<file path="config.mk">
export PLATFORM = sky130hd
export DESIGN_NAME = io_handshake_unit
export DESIGN_NICKNAME = d
export VERILOG_FILES = /design/src/rtl/io_handshake_unit.sv
export SDC_FILE = /design/constraint.sdc
export NUM_CORES = 1
export LEC_CHECK = 0
export BUFFER_PORTS_ARGS = -buffer_cell sky130_fd_sc_hd__buf_2
export CAP_MARGIN = 30
export CORE_UTILIZATION = 44
export CTS_CLUSTER_DIAMETER = 200
export DETAILED_ROUTE_END_ITERATION = 10
export PLACE_DENSITY = 0.77
export SLEW_MARGIN = 10
export SYNTH_ARGS = -nofsm -noshare
export SYNTH_HDL_FRONTEND = slang
export SYNTH_SLANG_ARGS = --single-unit
</file>
<file path="constraint.sdc">
create_clock -name clock -period 1.6 [get_ports clock]
set_input_delay 0.24 -clock clock [delete_from_list [all_inputs] [get_ports clock]]
set_output_delay 0.24 -clock clock [all_outputs]
set_load 0.1 [all_outputs]
</file>
<file path="src/rtl/io_handshake_unit.sv">
// Handshaked input sequencer and addressable output register bank for the ARMAria core.
// Optional input timeout is compiled in with the IO_TIMEOUT_EN macro.
module io_handshake_unit #(
  parameter int DATA_WIDTH     = 32,
  parameter int SW_WIDTH       = 16,
  parameter int OUT_CHANNELS   = 4,
  parameter int CH_SEL_WIDTH   = 2,
  parameter int TIMEOUT_CYCLES = 50_000_000
) (
  input  logic                               clock,
  input  logic                               reset,
  input  logic                               is_input,
  input  logic                               is_output,
  input  logic [CH_SEL_WIDTH-1:0]            channel_sel,
  input  logic [DATA_WIDTH-1:0]              out_data,
  input  logic [SW_WIDTH-1:0]                sw,
  input  logic                               sw_signed,
  input  logic                               confirm,
  output logic                               stall,
  output logic [DATA_WIDTH-1:0]              in_data,
  output logic                               in_valid,
  output logic [OUT_CHANNELS*DATA_WIDTH-1:0] out_regs,
  output logic [OUT_CHANNELS-1:0]            out_strobe,
  output logic                               timed_out
);

  typedef enum logic [1:0] {
    IDLE         = 2'd0,
    WAIT_PRESS   = 2'd1,
    WAIT_RELEASE = 2'd2,
    DONE         = 2'd3
  } state_t;

  state_t                  state_reg, state_next;
  logic                    confirm_q_reg;
  logic [DATA_WIDTH-1:0]   in_data_reg;
  logic                    in_valid_reg;
  logic [DATA_WIDTH-1:0]   sw_ext;
  logic                    rise;
  logic                    fall;
  logic                    timeout_hit;
  logic                    press_entry;
  logic                    write_en;

  assign rise        = confirm & ~confirm_q_reg;
  assign fall        = ~confirm & confirm_q_reg;
  assign press_entry = (state_reg == IDLE) && is_input;

  // Stall is combinational so the core freezes in the very cycle it requests input.
  assign stall = press_entry || (state_reg == WAIT_PRESS) || (state_reg == WAIT_RELEASE);

  generate
    if (SW_WIDTH == DATA_WIDTH) begin : g_ext_copy
      assign sw_ext = sw;
    end else begin : g_ext_fill
      assign sw_ext = {{(DATA_WIDTH-SW_WIDTH){sw_signed & sw[SW_WIDTH-1]}}, sw};
    end
  endgenerate

`ifdef IO_TIMEOUT_EN
  logic [31:0] wait_cnt_reg;
  logic        timed_out_reg;

  // A genuine press in the final cycle takes priority over the timeout.
  assign timeout_hit = (state_reg == WAIT_PRESS) && !rise &&
                       (wait_cnt_reg == 32'(TIMEOUT_CYCLES - 1));

  always_ff @(posedge clock) begin
    if (!reset) begin
      wait_cnt_reg  <= '0;
      timed_out_reg <= 1'b0;
    end else if (press_entry) begin
      wait_cnt_reg  <= '0;
      timed_out_reg <= 1'b0;
    end else if (state_reg == WAIT_PRESS) begin
      wait_cnt_reg <= wait_cnt_reg + 32'd1;
      if (timeout_hit) begin
        timed_out_reg <= 1'b1;
      end
    end
  end

  assign timed_out = timed_out_reg;
`else
  logic unused_timeout_cfg;
  assign unused_timeout_cfg = ^TIMEOUT_CYCLES;
  assign timeout_hit        = 1'b0;
  assign timed_out          = 1'b0;
`endif

  always_comb begin
    state_next = state_reg;
    unique case (state_reg)
      IDLE: begin
        if (is_input) begin
          state_next = WAIT_PRESS;
        end
      end
      WAIT_PRESS: begin
        if (rise) begin
          state_next = WAIT_RELEASE;
        end else if (timeout_hit) begin
          state_next = DONE;
        end
      end
      WAIT_RELEASE: begin
        if (fall) begin
          state_next = DONE;
        end
      end
      DONE: begin
        state_next = IDLE;
      end
      default: begin
        state_next = IDLE;
      end
    endcase
  end

  always_ff @(posedge clock) begin
    if (!reset) begin
      state_reg     <= IDLE;
      confirm_q_reg <= 1'b0;
      in_data_reg   <= '0;
      in_valid_reg  <= 1'b0;
    end else begin
      state_reg     <= state_next;
      confirm_q_reg <= confirm;
      in_valid_reg  <= (state_next == DONE);
      if ((state_reg == WAIT_PRESS) && rise) begin
        in_data_reg <= sw_ext;
      end else if (timeout_hit) begin
        in_data_reg <= '0;
      end
    end
  end

  assign in_data  = in_data_reg;
  assign in_valid = in_valid_reg;

  // Out-of-range selects match no channel, so they neither write nor strobe.
  assign write_en = is_output && !stall;

  generate
    for (genvar gi = 0; gi < OUT_CHANNELS; gi++) begin : g_ch
      logic [DATA_WIDTH-1:0] data_reg;
      logic                  strobe_reg;
      logic                  hit;

      assign hit = write_en && (channel_sel == CH_SEL_WIDTH'(gi));

      always_ff @(posedge clock) begin
        if (!reset) begin
          data_reg   <= '0;
          strobe_reg <= 1'b0;
        end else begin
          strobe_reg <= hit;
          if (hit) begin
            data_reg <= out_data;
          end
        end
      end

      assign out_regs[gi*DATA_WIDTH +: DATA_WIDTH] = data_reg;
      assign out_strobe[gi]                        = strobe_reg;
    end
  endgenerate

endmodule

</file>
==> summary.md, run 1 <==
| Metric | Value |
|---|---|
| WP data required | `1.36 ns` |
| Leak | `3.73 nW` |
| Global route overflow | `0` |
| Combinational share of power | `14.1%` |
| Cts hold-fix bufs | `0` |
| Port bufs | `221` |
| Die area | `0.0133 mm2` |
| Root buffer selected by CTS | `clkbuf_16` |
| F_max | `~0.57 GHz` |
| H-tree levels | `4` |
| Area grow syn2layout | `39.6%` |
| Die Wd | `approximately 120 um` |
| Setup ws final | `-0.163 ns` |
| Total number of clock tree sinks | `153` |
| Fin crit period | `1.76 ns` |
| PD cells | `1180 mW/mm2` |
| Vias in the first global route | `between 4000 and 5000` |
| Pint | `just under 0.007 W` |
| Yosys warning count | `0` |
| Non-Filler Instances | `980` |
| DP Worst Slack | `-0.137 ns` |
| Share of cells above drive strength 1 | `between 30% and 40%` |
| Worst hold path type | `in -> reg` |
| Tightest Pin Transition | `0.534 ns` |
| Multiplexer share of the synthesized area | `22.6%` |
| Avg Inst Size Synth | `9.81 um2` |
| DR iter-0 viols | `211` |
| Initial Utilization | `about 45%` |
| DR vias | `4651` |
| Layout filler cell count | `about 1100` |
| Initial antenna violation count | `0` |
| Compound-Gate Fraction of Synth Area | `under 10%` |
| Seq cells post-synth | `153` |
| CTS buffer count | `17` |
| Gp weighted congestion | `between 0.7 and 0.8` |
| Tcrit/Tclk final | `110%` |
| Psw | `0.00259 W` |
| RSZ-0062 raised after global routing | `true` |
| Violated checks | `setup timing` |
| Max-slew headroom | `64.7%` |
| Final net count | `853` |
| Clk slew on worst S/H paths | `~0.06 ns` |
| Outcome | `finished with violations` |
| ANT nets after route | `0` |
| Final setup viols | `129` |
| # DRC | `0` |
| Largest family of logic cells by synthesized area | `multiplexers` |
| Total iterations of the first detailed-routing run | `4` |
| # diodes | `0` |
| Clock network power share | `between 40% and 50%` |
| Critical Path Start Type | `flop` |
| Part of the Yosys area used for sequential elements | `between 50% and 60%` |
| Switch share | `27.6%` |
| Net Count, Synth | `634` |
| Per-cell routed wire length | `14.7 um` |
| Final Max Slew Viols | `0` |
| Post-synthesis adder-cell area fraction | `0%` |
| TNS Setup | `-8.59 ns` |
| Placed cells | `940` |
| Skew final | `between 0.008 and 0.009 ns` |
| Mapped Cells | `578` |
| Area leader, netlist | `dfxtp_1` |
| Core Area | `0.0126 mm2` |
| Simple-gate share of the synthesized area | `between 10% and 20%` |
| Clk_lat worst skew | `0.41 ns` |
| Synth area leaders | `dfxtp_1 54%, mux2i_1 23%, nand2_1 13%` |
| Synth Area in XOR/XNOR | `0%` |
| Detailed Route WL | `roughly 14000 um` |
| Die height | `116 um` |
| Setup Crit Path Kind | `reg -> out` |
| First-pass GRT wire length | `21600 um` |
| Largest net degree at the start of global routing | `28` |
| FP Rows | `between 40 and 50` |
| Hold Slack | `0.0627 ns` |
| Max Cap Violations | `0` |
| Total track usage | `20.9%` |
| Max reg flops | `128` |
| Final HPWL from detailed placement | `9350 um` |
| Max IR drop VDD | `0.845 mV` |
| Final core occ | `63.0%` |
| IO Count | `around 220` |
| Synth Cell Area | `0.00567 mm2` |
| Vias per cell | `4.75` |
| Flop pwr share | `42.1%` |
| Post-synth top area share | `54.0%` |
| Longest Clk Path Bufs | `2` |
| Arrival time at the worst endpoint | `between 1.5 and 2 ns` |
| Worst Setup End Kind | `primary output` |
| Worst Path Max Fanout | `2` |
| Synth unique cells | `24` |
| Fin. Hold Viols | `0` |
| CTS tree | `built` |
[per-stage QoR]
step           power, W  instance area [um2]
6_report        0.00938                 7920
5_1_grt         0.00971                 7920
4_1_cts         0.00941                 7660
3_5_place_dp    0.00529                 7000
3_3_place_gp    0.00528                 7000
2_1_floorplan   0.00501                 5690
[logic make-up (layout without fill, tap and decap cells)]
kind of cell           count (synthesis)  count (layout)
flip-flops                           153             153
buffers and inverters                 61             291
other                                  1               1
AO/OA/AOI/OAI                         24              24
AND/OR/NAND/NOR                      211             211
multiplexers                         128             128
[worst max-delay path: stages, from the launching register on]
cell	delay, ns
dfxtp_2	0.32
or3_4	0.37
buf_6	0.12
and2_4	0.14
buf_12	0.16
[cell type report]
| cell class | count | area [um2] | share of cell area [%] |
|---|---|---|---|
| clock buffer | 20 | 467 | 5.89 |
| clock inverter | 10 | 144 | 1.82 |
| inverter | 3 | 11.3 | 0.142 |
| multi-input combinational | 364 | 2300 | 29.0 |
| sequential | 153 | 3070 | 38.7 |
| tap | 172 | 215 | 2.72 |
| timing repair buffer | 258 | 1720 | 21.7 |
[what timing repair did]
action | in CTS | in global routing
resized for setup | 11 | 40
gates cloned | 0 | 7
pin swaps | 1 | 2
endpoints found under the setup margin | 30 | 146
setup buffers | 1 | 2
[power by group through the flow]
| stage | registers (W) | logic (W) | clock network [W] |
|---|---|---|---|
| 5_1_grt | 0.00395 | 0.00139 | 0.00437 |
| 6_report | 0.00394 | 0.00133 | 0.00411 |
| 4_1_cts | 0.00394 | 0.00129 | 0.00418 |
| 3_5_place_dp | 0.00403 | 0.00126 | 0 |
| 3_3_place_gp | 0.00402 | 0.00126 | 0 |
| 2_1_floorplan | 0.00461 | 0.000404 | 0 |
[placed cells by master (no fill, tap or decap), drive strengths merged]
| cell type | n |
|---|---|
| a311oi | 1 |
| dfxtp | 153 |
| nor4 | 1 |
| nand2b | 1 |
| nor3 | 4 |
| and2 | 2 |
| buf | 253 |
| nand3 | 2 |
| bufinv | 3 |
| or4bb | 1 |
| nand3b | 2 |
| nand2 | 194 |
| a21oi | 21 |
| clkinv | 3 |
| a2111o | 1 |
| conb | 1 |
| nor2 | 2 |
| clkinvlp | 3 |
| o21a | 1 |
| inv | 4 |
| nor4bb | 1 |
| or3 | 1 |
| clkbuf | 25 |
| mux2i | 128 |
[routing by layer]
layer / vias to the layer above / wire length (um) / global-route usage (%)
met3: 10 / 1320 / 8.94
met5: - / 0 / 0
met4: 0 / 127 / 8.14
met1: 2156 / 6370 / 24.5
li1: 2318 / - / -
met2: 167 / 6590 / 33.6
[final timing paths]
kind	from	endpoint	slack [ns]	depth (start not counted)
worst max-delay path	state_reg[0]	stall	-0.16	4
worst min-delay path	sw[2]	in_data[2]	0.06	3
worst max register to register	state_reg[0]	g_ch[1].data_reg[24]	-0.12	7
worst min register to register	g_ch[3].data_reg[28]	g_ch[3].data_reg[28]	0.45	2
[cell usage after synthesis, drive strengths merged]
library cell  number
nor3               4
or4bb              1
dfxtp            153
buf               34
nand3              2
o21a               1
and2               2
nor4               1
or3                1
clkbuf            24
nand2            194
mux2i            128
nand3b             2
conb               1
nor4bb             1
nand2b             1
a2111o             1
inv                3
a21oi             21
nor2               2
a311oi             1
Power figures use the tool's default switching activity.
==> run 2, diff against run 1 <==
--- a/config.mk
+++ b/config.mk
@@ -7,6 +7,7 @@
 export LEC_CHECK = 0
 export BUFFER_PORTS_ARGS = -buffer_cell sky130_fd_sc_hd__buf_2
 export CAP_MARGIN = 30
+export CORE_ASPECT_RATIO = 0.9
 export CORE_UTILIZATION = 44
 export CTS_CLUSTER_DIAMETER = 200
 export DETAILED_ROUTE_END_ITERATION = 10
@@ -15,3 +16,4 @@
 export SYNTH_ARGS = -nofsm -noshare
 export SYNTH_HDL_FRONTEND = slang
 export SYNTH_SLANG_ARGS = --single-unit
+export TNS_END_PERCENT = 50
==> run 2 against run 1 <==
The flow still finishes with violations (setup timing). Sequential power barely moved. Cell count fell by 0.71%. Worst setup slack improved by 0.0085 ns. Largest power group unchanged. Core utilization rose by 1.7 points. Maximum frequency rose by 0.48%. Sequential cell count did not move. Die area barely moved. Clock skew fell by 0.0010 ns. Design area rose by 0.62%.
==> summary.md, run 2 (synthesized netlist as in run 1, its figures left out) <==
| Metric | Value |
|---|---|
| Outcome | `finished with violations` |
| Violated checks | `setup timing` |
| Die height | `110 um (-5.0%)` |
| Most frequent cells in the layout | `203 x buf_2, 194 x nand2_1, 151 x dfxtp_1, 128 x mux2i_1, 22 x clkbuf_16` |
| DR vias | `4665 (+0.30%)` |
| PD cells | `1210 mW/mm2 (+2.5%)` |
| Initial antenna violation count | `1 (+1)` |
| Combinational share of power | `13.7% (-0.4 points)` |
| CTS tree | `built` |
| Most common cell after layout, fill and taps aside | `buf_2` |
| Tcrit/Tclk final | `110% (-0.53 points)` |
| FP Rows | `38 (-7.3%)` |
| Fin crit period | `1.75 ns (-0.00849 ns)` |
| Clk slew on worst S/H paths | `0.06 ns (about the same)` |
| Switch share | `26.2% (-1.5 points)` |
| Die area | `0.0133 mm2 (about the same)` |
| Setup Crit Path Kind | `reg -> out` |
| Cts hold-fix bufs | `0 (unchanged)` |
| Vias per cell | `4.79 (+1.0%)` |
| Max reg flops | `128 (unchanged)` |
| DR iter-0 viols | `173 (-18%)` |
| Largest net degree at the start of global routing | `56 (+100%)` |
| Setup ws final | `-0.154 ns (+0.00849 ns)` |
| H-tree levels | `4 (unchanged)` |
| Arrival time at the worst endpoint | `1.51 ns (about the same)` |
| Final net count | `857 (+0.47%)` |
| Max Cap Violations | `0 (unchanged)` |
| Detailed Route WL | `14500 um (+0.90%)` |
| F_max | `0.570 GHz (+0.48%)` |
| Worst hold path type | `in -> reg` |
| Pint | `0.00713 W (+5.2%)` |
| Total track usage | `21.1% (+0.27 points)` |
| Worst Path Max Fanout | `2 (unchanged)` |
| # DRC | `0 (unchanged)` |
| Vias in the first global route | `4258 (-3.9%)` |
| Per-cell routed wire length | `14.9 um (+1.6%)` |
| Global route overflow | `0 (unchanged)` |
| CTS buffer count | `17 (unchanged)` |
| Final setup viols | `123 (-4.7%)` |
| Die Wd | `122 um (+5.3%)` |
| Area of the multi-input gates | `0.00230 mm2 (unchanged)` |
| First-pass GRT wire length | `21300 um (-1.4%)` |
| Layout filler cell count | `1004 (-4.4%)` |
| Core Area | `0.0123 mm2 (-2.0%)` |
| Total number of clock tree sinks | `153 (unchanged)` |
| Tightest Pin Transition | `0.525 ns (-0.00843 ns)` |
| TNS Setup | `-9.51 ns (-0.922 ns)` |
| Final HPWL from detailed placement | `9690 um (+3.7%)` |
| Gp weighted congestion | `0.791 (+3.1%)` |
| RSZ-0062 raised after global routing | `true` |
| IO Count | `223 (unchanged)` |
| ANT nets after route | `0 (unchanged)` |
| Post-DP Area | `0.00702 mm2 (+0.27%)` |
| Area grow syn2layout | `40.5%` |
| Flop-to-flop setup slack | `-0.13 ns (about the same)` |
| Clock network power share | `45.5% (+1.7 points)` |
| Skew final | `0.00712 ns (-0.00102 ns)` |
| Share of cells above drive strength 1 | `36.8% (+0.065 points)` |
| Total iterations of the first detailed-routing run | `4 (unchanged)` |
| Longest Clk Path Bufs | `2 (unchanged)` |
| Register area | `0.00307 mm2 (unchanged)` |
| Final Max Slew Viols | `0 (unchanged)` |
| Clk_lat worst skew | `0.41 ns (about the same)` |
| Root buffer selected by CTS | `clkbuf_16` |
| Initial Utilization | `46.1% (+0.93 points)` |
| Psw | `0.00253 W (-2.3%)` |
| Worst Setup End Kind | `primary output` |
| Flop pwr share | `40.8% (-1.3 points)` |
| Max-slew headroom | `65.2% (+0.56 points)` |
| Port bufs | `221 (unchanged)` |
| Max IR drop VDD | `0.809 mV (-4.2%)` |
| WP data required | `1.36 ns (about the same)` |
| Critical Path Start Type | `flop` |
| Fin. Hold Viols | `0 (unchanged)` |
| Final Instance Area | `0.00797 mm2 (+0.62%)` |
| Hold Slack | `0.0622 ns (-0.000421 ns)` |
| Leak | `3.76 nW (+0.99%)` |
[run 2: cell count changes in the layout (fill, tap and decap cells not counted)]
| cell | previous run | this run |
|---|---|---|
| inv_6 | 1 | 0 |
| clkbuf_4 | 0 | 15 |
| clkinv_4 | 2 | 1 |
| clkbuf_8 | 3 | 4 |
| buf_4 | 33 | 20 |
| diode_2 | 0 | 1 |
| buf_6 | 1 | 5 |
| clkinvlp_4 | 3 | 0 |
| clkbuf_1 | 0 | 2 |
| bufinv_16 | 3 | 5 |
| buf_12 | 15 | 13 |
[run 2: worst max-delay path, stage by stage (launching register included)]
cell     delay, ns
dfxtp_2       0.31
or3_4         0.37
buf_6         0.12
and2_4        0.14
buf_12        0.16
[run 2: cell type report]
class                      count  share of cell area (%)
tap                          160                    2.51
multi-input combinational    364                    28.9
timing repair buffer         262                    21.8
antenna                        1                  0.0314
clock buffer                  23                    6.13
clock inverter                 7                    2.06
inverter                       3                   0.141
sequential                   153                    38.5
[run 2: final timing paths]
check                 startpoint  depth (start not counted)                  end
max                 state_reg[0]                          4                stall
min                       sw[11]                          3          in_data[11]
max reg2reg         state_reg[0]                          7  g_ch[3].data_reg[8]
min reg2reg  g_ch[1].data_reg[2]                          2  g_ch[1].data_reg[2]
[run 2: power groups by stage]
stage	combinational, W	clock [W]	sequential, W
finish	0.00133	0.00440	0.00395
global route	0.00139	0.00463	0.00395
CTS	0.00129	0.00447	0.00394
detailed placement	0.00127	0	0.00403
global placement	0.00127	0	0.00402
floorplan	0.000403	0	0.00461
[run 2: repair_timing]
action / in CTS / in global routing
gates cloned: 0 / 5
endpoints found under the setup margin: 22 / 144
buffers inserted: 2 / 7
pin swaps: 1 / 3
resized for setup: 8 / 21
[run 2: through the flow]
stage          instances  setup slack (ns)  total power, W  utilization [%]
6_report             973            -0.154         0.00967             64.7
5_1_grt              973            -0.206         0.00997             64.7
4_1_cts              961            -0.176         0.00970             62.6
3_5_place_dp         929            -0.125         0.00530             57.0
3_3_place_gp         929            -0.104         0.00529             57.0
2_1_floorplan        578           -0.0787         0.00501                -
[run 2: routing by layer]
metal / GRT usage [%] / wire, um
met5: 0 / 0
met4: 10.5 / 342
met3: 8.35 / 1110
met2: 34.3 / 6850
met1: 24.3 / 6230
==> run 3, diff against run 2 <==
--- a/config.mk
+++ b/config.mk
@@ -11,6 +11,7 @@
 export CORE_UTILIZATION = 44
 export CTS_CLUSTER_DIAMETER = 200
 export DETAILED_ROUTE_END_ITERATION = 10
+export MAX_ROUTING_LAYER = met4
 export PLACE_DENSITY = 0.77
 export SLEW_MARGIN = 10
 export SYNTH_ARGS = -nofsm -noshare
==> run 3 against run 2 <==
The flow still finishes with violations (setup timing). Combinational power about the same. Sequential power about the same. Worst setup slack improved by 0.0040 ns. Largest power group unchanged. Maximum frequency increased by 0.23%. Via count increased by 0.64%. Count of clock-buffer cells in the layout unchanged. Critical path depth unchanged.
==> summary.md, run 3 (synthesized netlist as in run 1, its figures left out) <==
| Metric | Value |
|---|---|
| Tcrit/Tclk final | `109% (-0.25 points)` |
| Final Max Slew Viols | `0 (unchanged)` |
| Outcome | `finished with violations` |
| Final Instance Area | `0.00797 mm2 (unchanged)` |
| Port bufs | `221 (unchanged)` |
| WP data required | `1.36 ns (about the same)` |
| Max IR drop VDD | `0.810 mV (+0.18%)` |
| Violated checks | `setup timing` |
| Clk slew on worst S/H paths | `0.05 ns (about the same)` |
| Per-cell routed wire length | `15.0 um (+0.25%)` |
| Global route overflow | `0 (unchanged)` |
| Core Area | `0.0123 mm2 (unchanged)` |
| Vias per cell | `4.83 (+0.64%)` |
| WP buf/inv | `2 (unchanged)` |
| Worst path cell trace | `or3_4, buf_6, and2_4, buf_12` |
| Clk_lat worst skew | `0.41 ns (about the same)` |
| Fin. Hold Viols | `0 (unchanged)` |
| Non-Filler Instances | `973 (unchanged)` |
| ANT nets after route | `0 (unchanged)` |
| Max-slew headroom | `65.3% (+0.079 points)` |
| Critical Path Start Type | `flop` |
| Skew final | `0.0115 ns (+0.00438 ns)` |
| Worst Setup End Kind | `primary output` |
| Initial Utilization | `46.1% (unchanged)` |
| DR vias | `4695 (+0.64%)` |
| First-pass GRT wire length | `21200 um (-0.20%)` |
| Placed cells | `929 (unchanged)` |
| Slowest CP cell | `or3_4` |
| Cts hold-fix bufs | `0 (unchanged)` |
| Initial antenna violation count | `1 (unchanged)` |
| Vias in the first global route | `4270 (+0.28%)` |
| Detailed Route WL | `14600 um (+0.25%)` |
| Die Wd | `122 um (unchanged)` |
| Die area | `0.0133 mm2 (unchanged)` |
| Total iterations of the first detailed-routing run | `4 (unchanged)` |
| Final net count | `857 (unchanged)` |
| Most common cell after layout, fill and taps aside | `buf_2` |
| Gp weighted congestion | `0.802 (+1.4%)` |
| Worst path max stage delay | `0.37 ns (about the same)` |
| TNS Setup | `-9.16 ns (+0.358 ns)` |
| RSZ-0062 raised after global routing | `true` |
| Most frequent cells in the layout | `203 x buf_2, 194 x nand2_1, 151 x dfxtp_1, 128 x mux2i_1, 22 x clkbuf_16` |
| IO Count | `223 (unchanged)` |
| Fin crit period | `1.75 ns (-0.00403 ns)` |
| Final HPWL from detailed placement | `9690 um (unchanged)` |
| FP Rows | `38 (unchanged)` |
| Leak | `3.76 nW (unchanged)` |
| Total track usage | `21.7% (+0.62 points)` |
| Tightest Pin Transition | `0.524 ns (-0.00119 ns)` |
| Max Cap Violations | `0 (unchanged)` |
| PD cells | `1210 mW/mm2 (about the same)` |
| # DRC | `0 (unchanged)` |
| Share of cells above drive strength 1 | `36.8% (unchanged)` |
| Setup Crit Path Kind | `reg -> out` |
| F_max | `0.571 GHz (+0.23%)` |
| H-tree levels | `4 (unchanged)` |
| Area grow syn2layout | `40.5% (unchanged)` |
| Root buffer selected by CTS | `clkbuf_16` |
| CTS buffer count | `17 (unchanged)` |
| DR iter-0 viols | `210 (+21%)` |
| Flop-to-flop setup slack | `-0.13 ns (about the same)` |
| Largest net degree at the start of global routing | `56 (unchanged)` |
| Die height | `110 um (unchanged)` |
| Worst Path Max Fanout | `2 (unchanged)` |
| Longest Clk Path Bufs | `2 (unchanged)` |
| Worst hold path type | `in -> reg` |
| Post-DP Area | `0.00702 mm2 (unchanged)` |
| Cell family with most CP delay | `simple AND/OR/NAND/NOR gates` |
| CTS tree | `built` |
| Max reg flops | `128 (unchanged)` |
| Arrival time at the worst endpoint | `1.51 ns (about the same)` |
| Final setup viols | `123 (unchanged)` |
| Total number of clock tree sinks | `153 (unchanged)` |
| Setup ws final | `-0.150 ns (+0.00403 ns)` |
| Hold Slack | `0.0687 ns (+0.00650 ns)` |
[run 3: cell counts in the layout (fill, tap and decap cells not counted)]
No cell type changed its count.
[run 3: stage by stage]
stage	setup slack (ns)	util, %	total power, W
finish	-0.150	64.7	0.00966
global route	-0.203	64.7	0.00998
CTS	-0.176	62.6	0.00970
detailed placement	-0.125	57.0	0.00530
global placement	-0.104	57.0	0.00529
floorplan	-0.0787	-	0.00501
[run 3: repair_timing]
action                     4_1_cts  5_1_grt
setup buffers                    2        7
gates resized for setup          8       21
setup endpoints to repair       22      144
gates cloned                     0        5
pin swaps                        1        3
[run 3: cell type report]
type                       count  area, um2
clock inverter                 7        164
fill                        1004       4350
antenna                        1       2.50
clock buffer                  23        488
sequential                   153       3070
multi-input combinational    364       2300
tap                          160        200
timing repair buffer         262       1740
inverter                       3       11.3
[run 3: power by group]
group	internal (W)	total, W	switching [W]
combinational	0.000316	0.00133	0.00101
clock	0.00292	0.00439	0.00147
sequential	0.00390	0.00395	0.0000451
total	0.00714	0.00966	0.00253
[run 3: layer usage]
| metal | GRT usage, % | vias up | part of all wire (%) | routed length (um) |
|---|---|---|---|---|
| met2 | 34.3 | 179 | 48 | 6930 |
| li1 | - | 2330 | - | - |
| met1 | 24.8 | 2161 | 43 | 6240 |
| met3 | 7.16 | 25 | 7.5 | 1100 |
| met5 | - | - | 0 | 0 |
| met4 | 11.0 | 0 | 2.1 | 304 |
[run 3: tightest hold or removal path: stages]
cell and delay, ns:
buf_2 0.10, nand2_1 0.04, a21oi_1 0.05
[run 3: path summary, 6_finish.rpt]
kind | from | end | cells past startpoint
setup / recovery | state_reg[0] | stall | 4
hold / removal | sw[3] | in_data[3] | 3
setup reg to reg | state_reg[0] | g_ch[3].data_reg[10] | 7
hold reg to reg | g_ch[3].data_reg[27] | g_ch[3].data_reg[27] | 2
